`config.mk`:
```
export PLATFORM = sky130hd
export DESIGN_NAME = ps2_key_decoder_flat
export DESIGN_NICKNAME = d
export VERILOG_FILES = /design/src/rtl/ps2_key_decoder_pkg.sv /design/src/rtl/ps2_key_decoder_if.sv /design/src/rtl/ps2_key_decoder_rx_frame.sv /design/src/rtl/ps2_key_decoder.sv /design/src/flat_wrapper.sv
export SDC_FILE = /design/constraint.sdc
export NUM_CORES = 1
export LEC_CHECK = 0
export CORE_AREA = 2 2 81 83
export CTS_BUF_LIST = sky130_fd_sc_hd__clkbuf_2 sky130_fd_sc_hd__clkbuf_4 sky130_fd_sc_hd__clkbuf_8
export CTS_CLUSTER_DIAMETER = 150
export DETAILED_ROUTE_END_ITERATION = 10
export DIE_AREA = 0 0 83 85
export PLACE_DENSITY_LB_ADDON = 0.15
export SLEW_MARGIN = 10
export SYNTH_ARGS = -nofsm -noshare
export SYNTH_HDL_FRONTEND = slang
export SYNTH_HIERARCHICAL = 1
export SYNTH_SLANG_ARGS = --single-unit
export TNS_END_PERCENT = 5
```
`constraint.sdc`:
```
create_clock -name clk -period 2 [get_ports clk]
set_input_delay 0.3 -clock clk [delete_from_list [all_inputs] [get_ports clk]]
set_output_delay 0.3 -clock clk [all_outputs]
set_load 0.01 [all_outputs]
```
`src/rtl/ps2_key_decoder_pkg.sv`:
```
// ps2_key_decoder_pkg
//   Shared constants for the PS/2 keyboard decoder and the game datapath:
//   scan-code set 2 prefix bytes, keyboard control bytes and the game keycodes.
//   No ports; imported with `import ps2_key_decoder_pkg::*;`.
package ps2_key_decoder_pkg;

  typedef logic [7:0] keycode_t;

  // Scan-code set 2 prefixes
  localparam keycode_t PS2_EXT = 8'hE0;
  localparam keycode_t PS2_BRK = 8'hF0;

  // Arrow / game keycodes, shared with the datapath
  localparam keycode_t KEY_LEFT  = 8'h6B;
  localparam keycode_t KEY_RIGHT = 8'h74;
  localparam keycode_t KEY_UP    = 8'h75;
  localparam keycode_t KEY_DOWN  = 8'h72;

  // Keyboard status/control bytes that never describe a key action
  function automatic logic is_ctrl_byte(input keycode_t code);
    logic res;
    case (code)
      8'h00, 8'hAA, 8'hE1, 8'hEE, 8'hFA,
      8'hFC, 8'hFD, 8'hFE, 8'hFF: res = 1'b1;
      default:                    res = 1'b0;
    endcase
    return res;
  endfunction

endpackage

```
`src/rtl/ps2_key_decoder_if.sv`:
```
// ps2_key_if
//   Key-event bus from the PS/2 decoder to the game datapath.
//   keycode   : last decoded scan code, prefixes stripped
//   key_make  : 1 = press, 0 = release
//   key_ext   : code was E0-prefixed
//   key_valid : one-cycle strobe, the three fields above just updated
//   frame_err : one-cycle strobe, parity/stop/timeout error
//   master = decoder side (drives), slave = datapath side (observes).
interface ps2_key_if;
  import ps2_key_decoder_pkg::*;

  keycode_t keycode;
  logic     key_make;
  logic     key_ext;
  logic     key_valid;
  logic     frame_err;

  modport master (output keycode, key_make, key_ext, key_valid, frame_err);
  modport slave  (input  keycode, key_make, key_ext, key_valid, frame_err);
endinterface

```
`src/rtl/ps2_key_decoder_rx_frame.sv`:
```
// ps2_rx_frame
//   Synchronises the raw PS/2 lines, detects ps2_clk falling edges and
//   receives start/8 data/odd parity/stop frames, with an inactivity timeout.
//   Ports:
//     clk, reset        : system clock, synchronous active-high reset
//     ps2_clk, ps2_data : raw asynchronous PS/2 lines
//     byte_done         : strobe, good frame received in this (stop-bit fall) cycle
//     rx_byte           : received byte, valid while byte_done is high
//     err               : strobe, parity/stop-bit error or timeout abort
module ps2_rx_frame
  import ps2_key_decoder_pkg::*;
#(
  parameter int TIMEOUT_CYCLES = 50_000,
  parameter int CNT_W          = 16
) (
  input  logic     clk,
  input  logic     reset,
  input  logic     ps2_clk,
  input  logic     ps2_data,
  output logic     byte_done,
  output keycode_t rx_byte,
  output logic     err
);

  typedef enum logic [1:0] {ST_IDLE, ST_DATA, ST_PARITY, ST_STOP} rx_state_t;

  logic             clk_meta_r, clk_sync_r, clk_prev_r;
  logic             data_meta_r, data_sync_r;
  rx_state_t        state_r, state_nxt_s;
  logic [2:0]       bitcnt_r, bitcnt_nxt_s;
  keycode_t         shift_r, shift_nxt_s;
  logic             par_ok_r, par_ok_nxt_s;
  logic [CNT_W-1:0] cnt_r;
  logic             fall_s, timeout_s, done_s, err_s;

  assign fall_s    = clk_prev_r & ~clk_sync_r;
  // A fall in the same cycle keeps the frame alive
  assign timeout_s = (state_r != ST_IDLE) && !fall_s &&
                     (cnt_r == CNT_W'(TIMEOUT_CYCLES - 1));

  // Two-flop synchronisers plus previous-sample flop for edge detect; idle high
  always_ff @(posedge clk) begin
    if (reset) begin
      clk_meta_r  <= 1'b1;
      clk_sync_r  <= 1'b1;
      clk_prev_r  <= 1'b1;
      data_meta_r <= 1'b1;
      data_sync_r <= 1'b1;
    end else begin
      clk_meta_r  <= ps2_clk;
      clk_sync_r  <= clk_meta_r;
      clk_prev_r  <= clk_sync_r;
      data_meta_r <= ps2_data;
      data_sync_r <= data_meta_r;
    end
  end

  // Frame FSM state and datapath registers
  always_ff @(posedge clk) begin
    if (reset) begin
      state_r  <= ST_IDLE;
      bitcnt_r <= 3'd0;
      shift_r  <= 8'h00;
      par_ok_r <= 1'b0;
    end else begin
      state_r  <= state_nxt_s;
      bitcnt_r <= bitcnt_nxt_s;
      shift_r  <= shift_nxt_s;
      par_ok_r <= par_ok_nxt_s;
    end
  end

  // Inactivity counter: cleared by every edge and while idle
  always_ff @(posedge clk) begin
    if (reset) begin
      cnt_r <= '0;
    end else if (fall_s || (state_r == ST_IDLE)) begin
      cnt_r <= '0;
    end else begin
      cnt_r <= cnt_r + CNT_W'(1);
    end
  end

  // Next-state logic; everything advances only on a ps2_clk fall
  always_comb begin
    state_nxt_s  = state_r;
    bitcnt_nxt_s = bitcnt_r;
    shift_nxt_s  = shift_r;
    par_ok_nxt_s = par_ok_r;
    done_s       = 1'b0;
    err_s        = 1'b0;
    if (timeout_s) begin
      state_nxt_s = ST_IDLE;
      err_s       = 1'b1;
    end else if (fall_s) begin
      case (state_r)
        ST_IDLE: begin
          // A high data bit here is a spurious edge, not a start bit
          if (!data_sync_r) begin
            state_nxt_s  = ST_DATA;
            bitcnt_nxt_s = 3'd0;
          end else begin
            state_nxt_s = ST_IDLE;
          end
        end
        ST_DATA: begin
          // LSB arrives first, so shift in at the top
          shift_nxt_s  = {data_sync_r, shift_r[7:1]};
          bitcnt_nxt_s = bitcnt_r + 3'd1;
          if (bitcnt_r == 3'd7) begin
            state_nxt_s = ST_PARITY;
          end else begin
            state_nxt_s = ST_DATA;
          end
        end
        ST_PARITY: begin
          par_ok_nxt_s = ^{shift_r, data_sync_r};
          state_nxt_s  = ST_STOP;
        end
        ST_STOP: begin
          if (data_sync_r && par_ok_r) begin
            done_s = 1'b1;
          end else begin
            err_s = 1'b1;
          end
          state_nxt_s = ST_IDLE;
        end
        default: begin
          state_nxt_s = ST_IDLE;
        end
      endcase
    end else begin
      state_nxt_s = state_r;
    end
  end

  assign byte_done = done_s;
  assign rx_byte   = shift_r;
  assign err       = err_s;

endmodule

```
`src/rtl/ps2_key_decoder.sv`:
```
// ps2_key_decoder
//   PS/2 keyboard front end: frame receiver plus scan-code set 2 prefix
//   tracking (E0 extended, F0 break). Emits one registered key event per key
//   action with a single-cycle key_valid strobe.
//   Ports:
//     clk, reset        : system clock, synchronous active-high reset
//     ps2_clk, ps2_data : raw asynchronous PS/2 lines (receive only)
//     key_bus           : key event bus (keycode/key_make/key_ext/key_valid/frame_err)
module ps2_key_decoder
  import ps2_key_decoder_pkg::*;
#(
  parameter int TIMEOUT_CYCLES = 50_000,
  parameter int CNT_W          = 16
) (
  input  logic       clk,
  input  logic       reset,
  input  logic       ps2_clk,
  input  logic       ps2_data,
  ps2_key_if.master  key_bus
);

  logic     byte_done_s, rx_err_s;
  keycode_t rx_byte_s;

  keycode_t keycode_r, keycode_nxt_s;
  logic     key_make_r, key_make_nxt_s;
  logic     key_ext_r, key_ext_nxt_s;
  logic     key_valid_r, key_valid_nxt_s;
  logic     frame_err_r;
  logic     ext_pend_r, ext_pend_nxt_s;
  logic     brk_pend_r, brk_pend_nxt_s;

  ps2_rx_frame #(
    .TIMEOUT_CYCLES (TIMEOUT_CYCLES),
    .CNT_W          (CNT_W)
  ) u_rx_frame (
    .clk       (clk),
    .reset     (reset),
    .ps2_clk   (ps2_clk),
    .ps2_data  (ps2_data),
    .byte_done (byte_done_s),
    .rx_byte   (rx_byte_s),
    .err       (rx_err_s)
  );

  // Prefix tracking and event decode of the byte accepted this cycle
  always_comb begin
    keycode_nxt_s   = keycode_r;
    key_make_nxt_s  = key_make_r;
    key_ext_nxt_s   = key_ext_r;
    key_valid_nxt_s = 1'b0;
    ext_pend_nxt_s  = ext_pend_r;
    brk_pend_nxt_s  = brk_pend_r;
    if (rx_err_s) begin
      // A broken frame invalidates any half-built prefix sequence
      ext_pend_nxt_s = 1'b0;
      brk_pend_nxt_s = 1'b0;
    end else if (byte_done_s) begin
      case (rx_byte_s)
        PS2_EXT: ext_pend_nxt_s = 1'b1;
        PS2_BRK: brk_pend_nxt_s = 1'b1;
        default: begin
          ext_pend_nxt_s = 1'b0;
          brk_pend_nxt_s = 1'b0;
          if (!is_ctrl_byte(rx_byte_s)) begin
            keycode_nxt_s   = rx_byte_s;
            key_ext_nxt_s   = ext_pend_r;
            key_make_nxt_s  = ~brk_pend_r;
            key_valid_nxt_s = 1'b1;
          end else begin
            key_valid_nxt_s = 1'b0;
          end
        end
      endcase
    end else begin
      key_valid_nxt_s = 1'b0;
    end
  end

  // Registered event outputs and pending prefix flags
  always_ff @(posedge clk) begin
    if (reset) begin
      keycode_r   <= 8'h00;
      key_make_r  <= 1'b0;
      key_ext_r   <= 1'b0;
      key_valid_r <= 1'b0;
      frame_err_r <= 1'b0;
      ext_pend_r  <= 1'b0;
      brk_pend_r  <= 1'b0;
    end else begin
      keycode_r   <= keycode_nxt_s;
      key_make_r  <= key_make_nxt_s;
      key_ext_r   <= key_ext_nxt_s;
      key_valid_r <= key_valid_nxt_s;
      frame_err_r <= rx_err_s;
      ext_pend_r  <= ext_pend_nxt_s;
      brk_pend_r  <= brk_pend_nxt_s;
    end
  end

  assign key_bus.keycode   = keycode_r;
  assign key_bus.key_make  = key_make_r;
  assign key_bus.key_ext   = key_ext_r;
  assign key_bus.key_valid = key_valid_r;
  assign key_bus.frame_err = frame_err_r;

endmodule
```
`src/flat_wrapper.sv`:
```
// flat-port wrapper written by rule: the top's interface ports become plain ports
module ps2_key_decoder_flat import ps2_key_decoder_pkg::*;
#(
  parameter int TIMEOUT_CYCLES = 50_000,
  parameter int CNT_W          = 16
)
  (clk, reset, ps2_clk, ps2_data, key_bus_keycode, key_bus_key_make, key_bus_key_ext, key_bus_key_valid, key_bus_frame_err);
  ps2_key_if key_bus_i ();
  input  logic clk;
  input  logic reset;
  input  logic ps2_clk;
  input  logic ps2_data;
  output wire logic [$bits(key_bus_i.keycode)-1:0] key_bus_keycode;
  output wire logic [$bits(key_bus_i.key_make)-1:0] key_bus_key_make;
  output wire logic [$bits(key_bus_i.key_ext)-1:0] key_bus_key_ext;
  output wire logic [$bits(key_bus_i.key_valid)-1:0] key_bus_key_valid;
  output wire logic [$bits(key_bus_i.frame_err)-1:0] key_bus_frame_err;
  assign key_bus_keycode = key_bus_i.keycode;
  assign key_bus_key_make = key_bus_i.key_make;
  assign key_bus_key_ext = key_bus_i.key_ext;
  assign key_bus_key_valid = key_bus_i.key_valid;
  assign key_bus_frame_err = key_bus_i.frame_err;
  ps2_key_decoder #(.TIMEOUT_CYCLES(TIMEOUT_CYCLES), .CNT_W(CNT_W)) u_core (.clk(clk), .reset(reset), .ps2_clk(ps2_clk), .ps2_data(ps2_data), .key_bus(key_bus_i));
endmodule
```
**Word-level counts from Yosys, hierarchy flattened**

Cells that the tools add are included.

- Logic and storage cells: 87
- Bits in latches: 0
- RAM bits: 0
- Output and inout port bits: 12
- Input port bits: 4
- Bits in read-only memories: 0
- Memories kept: 0
- Register bits: 49

- Equal/unequal tests: 16
- $add $sub $neg: 2
- Bitwise gates (word level): 10
- Muxes and demuxes: 20
- Shift operators: 0
- Multiply operators: 0
- Magnitude comparators: 0
- Reduce and logical (&&, ||, !) cells: 22
- Div/mod/pow operators: 0

Operators with widths:

| cell | count |
|---|---|
| $eq A8 B8 Y1 const B | 10 |
| $add A16 B1 Y16 const B | 1 |
| $eq A16 B16 Y1 const B | 1 |
| $mux W1 | 14 |
| $not A1 Y1 | 9 |
| $reduce_or A9 Y1 | 1 |
| $reduce_xor A9 Y1 | 1 |
| $logic_not A8 Y1 | 1 |
| $pmux W2 S4 | 1 |
| $reduce_and A4 Y1 | 2 |
| $reduce_or A2 Y1 | 4 |
| $pmux W3 S2 | 1 |
| $reduce_and A3 Y1 | 2 |
| $reduce_or A5 Y1 | 1 |
| $eq A2 B2 Y1 const B | 2 |
| $pmux W1 S2 | 2 |
| $reduce_and A2 Y1 | 2 |
| $reduce_bool A2 Y1 | 2 |
| $add A3 B1 Y3 const B | 1 |
| $eq A3 B3 Y1 const B | 1 |
| $logic_and A1 B1 Y1 | 3 |
| $mux W3 | 1 |
| $eq A2 B1 Y1 const B | 1 |
| $logic_not A2 Y1 | 1 |
| 5 further kinds | 5 |

**Logic depth before layout (Yosys ltp)**

Gate-level depths: netlist of run 1.

- Depth in word-level cells: 10
- Depth in mapped cells: 9
- Mapped depth without buffers: 8

**By module**

Netlist of run 1, hierarchy kept.

By module, submodules not included:

| module | cells an instance | area each (µm²) | seq. area each (µm²) | times used |
|---|---|---|---|---|
| ps2_rx_frame | 173 | 1,534.0 | 700.7 | 1 |
| ps2_key_decoder | 69 | 663.1 | 280.3 | 1 |

**Worst setup path before layout of run 1**

OpenSTA, ideal clock, no wires.

- Path kind: reg-to-reg
- Start: register u_core.u_rx_frame.cnt_r[11]
- End: register u_core.key_valid_r (netlist: u_core/key_bus.key_valid)
- Stages on the path, launching flop included: 9
- Required time: 1,886 ps
- Buffers on the path: 1
- Data arrival time: 1,751 ps
- Path slack: 135 ps
- Setup time: 114 ps
- Period minus slack after synthesis: 1,865 ps
- Cells stage by stage: dfxtp_1 > or4b_1 > nor3_1 > and3_1 > a41o_1 > inv_1 > o2111a_2 > buf_8 > and2b_1

- Elaborated cells on any way between the ends: 6
- Classes of those cells: 1 x eq/ne; 2 x mux; 1 x bitwise; 2 x reduce/logical

RTL lines:

| element | RTL line | RTL |
|---|---|---|
| from (decl) | ps2_key_decoder_rx_frame.sv:33 | `logic [CNT_W-1:0] cnt_r;` |
| from (signal assigned) | ps2_key_decoder_rx_frame.sv:80 | `cnt_r <= cnt_r + CNT_W'(1);` |
| $eq A16 B16 Y1 | ps2_key_decoder_rx_frame.sv:39 | `(cnt_r == CNT_W'(TIMEOUT_CYCLES - 1));` |
| $logic_and A1 B1 Y1 | ps2_key_decoder_rx_frame.sv:38 | `assign timeout_s = (state_r != ST_IDLE) && !fall_s &&` |
| $mux W1 | ps2_key_decoder_rx_frame.sv:92 | `if (timeout_s) begin` |
| net u_core.rx_err_s | ps2_key_decoder.sv:22 | `logic byte_done_s, rx_err_s;` |
| $reduce_or A5 Y1 (no line) | -- |  |
| to (signal assigned) | ps2_key_decoder.sv:94 | `key_valid_r <= key_valid_nxt_s;` |
| to (decl) | ps2_key_decoder.sv:28 | `logic key_valid_r, key_valid_nxt_s;` |

The timed path passes the listed nets, and every way through them passes these cells.
A chain may end at the register's enable or synchronous reset.

**Worst setup path after layout of run 1**

- Start: register u_core.u_rx_frame.cnt_r[11]
- End: register u_core.key_make_r (netlist: u_core/key_bus.key_make)

- Cells in the longest elaborated chain, start to end: 5
- Elaborated cells on any way between the ends: 6
- Classes of those cells: 1 x eq/ne; 2 x mux; 1 x bitwise; 2 x reduce/logical

RTL lines:

| element | RTL line | RTL |
|---|---|---|
| $eq A16 B16 Y1 | ps2_key_decoder_rx_frame.sv:39 |  |
| $logic_and A1 B1 Y1 | ps2_key_decoder_rx_frame.sv:38 |  |
| $mux W1 | ps2_key_decoder_rx_frame.sv:92 |  |
| net u_core.rx_err_s | ps2_key_decoder.sv:22 |  |
| $not A1 Y1 (no line) | -- |  |
| $reduce_and A4 Y1 (no line) | -- |  |
| to (signal assigned) | ps2_key_decoder.sv:92 | `key_make_r <= key_make_nxt_s;` |
| to (decl) | ps2_key_decoder.sv:26 | `logic key_make_r, key_make_nxt_s;` |

The timed path passes the listed nets, and every way through them passes these cells.

==> PnR_summary.wiki, run 1 <==
{| class="wikitable"
! Metric !! Value
|-
| Leading cell types by total area after synthesis || dfxtp_1 45%, xnor2_1 5.2%, nand2b_1 4.8%
|-
| Post-layout power || 1.63 mW
|-
| Number of unique standard cell types used by synthesis || 45
|-
| Post CTS Setup Buffer Count || 0
|-
| Worst IR Drop VDD || 0.335 mV
|-
| Sinks on the clock net || 49
|-
| DRT antenna net count || 0
|-
| IO Port Bufs || 15
|-
| Post-Place Cell Area || 2540 sq um
|-
| Unrepaired setup endpoints after global routing || true
|-
| Cell count after synthesis || roughly 240
|-
| Root cell of the clock tree || clkbuf_8
|-
| Number of antenna violations at the first check in global routing || 0
|-
| Share of layout cells above drive strength 1 || 0.143
|-
| Share of the cycle needed by the critical path after routing || 0.987
|-
| Required time reported for the critical path endpoint || roughly 2200 ps
|-
| Arrival time of data at the critical path endpoint || 2170 ps
|-
| Routed length per placed instance || 12.2 microns
|-
| Growth of design area from synthesis to finish || 19.8%
|-
| Post-synth top area cell || dfxtp_1
|-
| Hold Startpoint || u_core/u_rx_frame/clk_meta_r
|-
| Hold Path Class || flop to flop
|-
| Final Hold Viols || 0
|-
| Register area share after synthesis || 0.446
|-
| Post-synthesis register bit count || 49
|-
| Leakage power total || 0.928 nW
|-
| Starting DRC count in detailed routing || 113
|-
| Largest fanout on the critical path || 7
|-
| Final #Nets || 280
|-
| Final instance area || 2630 sq um
|-
| Remaining global-route overflow || 0
|-
| Worst Hold Depth || 1
|-
| Worst path bufs/invs || 1
|-
| Setup crit start kind || flop
|-
| Wire length of the first global-routing pass || 7360 microns
|-
| Summed instance area of the synthesized netlist || around 2200 sq um
|-
| HPWL after detailed placement || slightly below 3000 microns
|-
| Final critical path time including I/O delays and setup || 1970 ps
|-
| Min setup slack post-route || 26.1 ps
|-
| Post-synth ARST share || 0
|-
| Skew-Pair Late Insertion Delay || 300 ps
|-
| Final Setup Violations || 0
|-
| Aggregate routed wire length || around 4300 microns
|-
| Final Max Slew Viols || 0
|-
| Total core area || 6200 sq um
|-
| Number of top-level design ports || 16
|-
| Critical path capture point type || flop
|-
| Worst-case register-to-register setup slack || 30 ps
|-
| Num CTS Buffers || 5
|-
| Crit-path cells || or4b_1 > nor3_1 > and3_1 > a41o_1 > inv_1 > o2111a_2 > mux2_2
|-
| N_diodes || 0
|-
| Detailed-router iteration count before antenna repair || 4
|-
| Starting density of the core || 0.354
|-
| Prevailing post-synth register cell || dfxtp_1
|-
| Pin count of the biggest net entering global routing || 44
|-
| Clock slew seen by the registers of the worst setup and hold paths || 90 ps
|-
| Worst hold endpoint || u_core/u_rx_frame/clk_sync_r
|-
| Clock skew after layout || 7.81 ps
|-
| Fraction of synthesized cell area taken by the top area cell type || 0.446
|-
| Number of cells traversed by the worst register-to-register path || 7
|-
| Measured slew at the worst slew-check pin || 547 ps
|-
| Total via count in the routed design || 1708
|-
| Core Util, Final || 0.424
|-
| Average cell area after synthesis || 9.08 sq um
|-
| CTS Buffer Depth || 2
|-
| Minimum setup slack after placement || 51.4 ps
|-
| Remaining design rule violation count || 0
|-
| Average via count per standard cell || 4.88
|-
| Highest clock frequency the design can meet || 507 MHz
|-
| R2R Path Start || u_core/u_rx_frame/cnt_r[11]
|-
| Kind of cell adding the most delay to the critical path || simple AND/OR/NAND/NOR gates
|-
| Synth Warn # || 6
|-
| Weighted congestion reported at the end of routability-driven placement || 0.765
|-
| Number of enable flip-flop cells after synthesis || 0
|-
| Slowest cell delay on critical path || 500 ps
|-
| Vert. Die Dim || approximately 85 microns
|-
| Status || completed
|-
| Via count of the first global-routing pass || 1575
|-
| Maximum capacitance violations || 0
|-
| Power per cell area || 619 nW/um^2
|-
| CTS tree || built
|-
| Die X-Extent || 83 microns
|-
| Synthesized netlist net count || 249
|-
| Area of the die || 7060 sq um
|-
| Total routing usage reported by global routing || 0.129
|-
| H-tree depth reported by CTS || 2
|-
| WS Path Type || flop to flop
|-
| Normalized max-slew margin || 0.635
|-
| Critical path's slowest cell || or4b_1
|-
| Placement row count || 29
|-
| Capture point of the worst reg-to-reg path || u_core/key_bus.key_make
|}
how the worst max path moves through the flow:
stage,startpoint,endpoint,slack (ps),cells after the start
finish,u_core/u_rx_frame/cnt_r[11],u_core/key_bus.key_make,30,7
CTS,u_core/u_rx_frame/cnt_r[11],u_core/key_bus.key_make,20,7
global route,u_core/u_rx_frame/cnt_r[11],u_core/key_bus.key_make,-100,7
detailed placement,u_core/u_rx_frame/cnt_r[11],u_core/key_bus.key_make,50,7
global placement,u_core/u_rx_frame/cnt_r[11],u_core/key_bus.key_make,90,7
floorplan,u_core/u_rx_frame/cnt_r[11],u_core/key_bus.key_valid,140,8
flip-flops by register name, summed over array words and instances, names as in the netlist, named ones only:
signal / cells
u_core/u_rx_frame/par_ok_r: 1
u_core/brk_pend_r: 1
u_core/u_rx_frame/data_sync_r: 1
u_core/key_bus.key_valid: 1
u_core/u_rx_frame/data_meta_r: 1
u_core/u_rx_frame/clk_meta_r: 1
u_core/key_bus.key_make: 1
u_core/u_rx_frame/clk_sync_r: 1
u_core/u_rx_frame/state_r: 1
u_core/key_bus.frame_err: 1
u_core/ext_pend_r: 1
u_core/key_bus.key_ext: 1
u_core/u_rx_frame/cnt_r: 16
u_core/u_rx_frame/clk_prev_r: 1
u_core/u_rx_frame/rx_byte: 8
u_core/u_rx_frame/bitcnt_r: 3
u_core/key_bus.keycode: 8
synthesized netlist by cell type, types with 2 or more instances:
library cell and number:
a21oi_1 17, a22oi_1 2, buf_2 2, clkbuf_1 5, dfxtp_1 49, ha_1 3
inv_1 6, mux2i_1 9, nand2_1 23, nand2b_1 17, nand3_1 7, nand3b_1 3
nand4_2 2, nand4bb_1 2, nor2_1 25, nor2b_1 3, nor3_1 7, nor4_1 7
o21ai_0 5, or2_2 5, or2b_1 2, or3_1 4, xnor2_1 13, xor2_1 3
metrics by stage:
| step | instances | hold slack (ps) | setup TNS (ps) |
|---|---|---|---|
| after global routing | 350 | 434 | -756 |
| final | 350 | 415 | 0 |
| after detailed placement | 343 | 393 | 0 |
| after floorplan | 242 | 389 | 0 |
| after global placement | 343 | 392 | 0 |
| after CTS | 350 | 421 | 0 |
cell usage in the layout, fill, tap and decap left out, types with 2 or more instances in the layout:
cell	instances
a21oi_1	17
a22oi_1	2
buf_4	16
clkbuf_8	6
clkdlybuf4s50_1	15
dfxtp_1	48
ha_1	3
inv_1	6
mux2i_1	9
nand2_1	23
nand2b_1	17
nand3_1	7
nand3b_1	3
nand4_2	2
nand4bb_1	2
nor2_1	25
nor2b_1	3
nor3_1	7
nor4_1	7
o21ai_0	5
or2_2	5
or2b_1	2
or3_1	4
xnor2_1	13
xor2_1	3
final cells by class:
class                      instances  area, sq um
fill                             638         3570
multi-input combinational        178         1140
sequential                        49          982
timing repair buffer              33          302
tap                               77         96.3
clock buffer                       7         90.1
inverter                           6         22.5
worst reg2reg max path, stage by stage, from the launching register on:
cell and delay, ps:
dfxtp_2 330, or4b_1 500, nor3_1 120, and3_1 200
a41o_1 150, inv_1 60, o2111a_2 210, mux2_2 280
layer usage:
| metal | global-route usage | wire length, microns | vias up |
|---|---|---|---|
| met5 | 0 | 0 | - |
| met4 | 0.0537 | 76 | 0 |
| li1 | - | - | 889 |
| met1 | 0.161 | 2190 | 793 |
| met2 | 0.213 | 1890 | 20 |
| met3 | 0.0321 | 108 | 6 |
power breakdown:
group,total (mW),internal (mW),switching (mW)
Clock,0.606,0.289,0.317
Combinational,0.0407,0.0223,0.0184
Sequential,0.983,0.979,0.00374
cell families (layout without fill, tap and decap cells):
| kind of cell | Yosys count | in the layout | share of synthesized area |
|---|---|---|---|
| adder cells (fa/ha/maj) | 4 | 4 | 0.0222 |
| XOR/XNOR | 17 | 17 | 0.0740 |
| AND/OR/NAND/NOR | 118 | 118 | 0.297 |
| flip-flops | 49 | 49 | 0.446 |
| buffers and inverters | 15 | 46 | 0.0353 |
| AO/OA/AOI/OAI | 29 | 29 | 0.0792 |
| multiplexers | 10 | 10 | 0.0461 |
repair_timing:
item,in CTS,in global routing
setup endpoints to repair,0,9
hold buffers,0,0
gates resized for setup,0,2
Note: power is estimated with default switching activity, not from simulation.
==> run 2, diff against run 1 <==
--- a/config.mk
+++ b/config.mk
@@ -5,9 +5,11 @@
 export SDC_FILE = /design/constraint.sdc
 export NUM_CORES = 1
 export LEC_CHECK = 0
+export CAP_MARGIN = 20
 export CORE_AREA = 2 2 81 83
 export CTS_BUF_LIST = sky130_fd_sc_hd__clkbuf_2 sky130_fd_sc_hd__clkbuf_4 sky130_fd_sc_hd__clkbuf_8
 export CTS_CLUSTER_DIAMETER = 150
+export CTS_CLUSTER_SIZE = 12
 export DETAILED_ROUTE_END_ITERATION = 10
 export DIE_AREA = 0 0 83 85
 export PLACE_DENSITY_LB_ADDON = 0.15
==> results of run 2 <==
Final layout, timing and power as in run 1 (identical DEF).
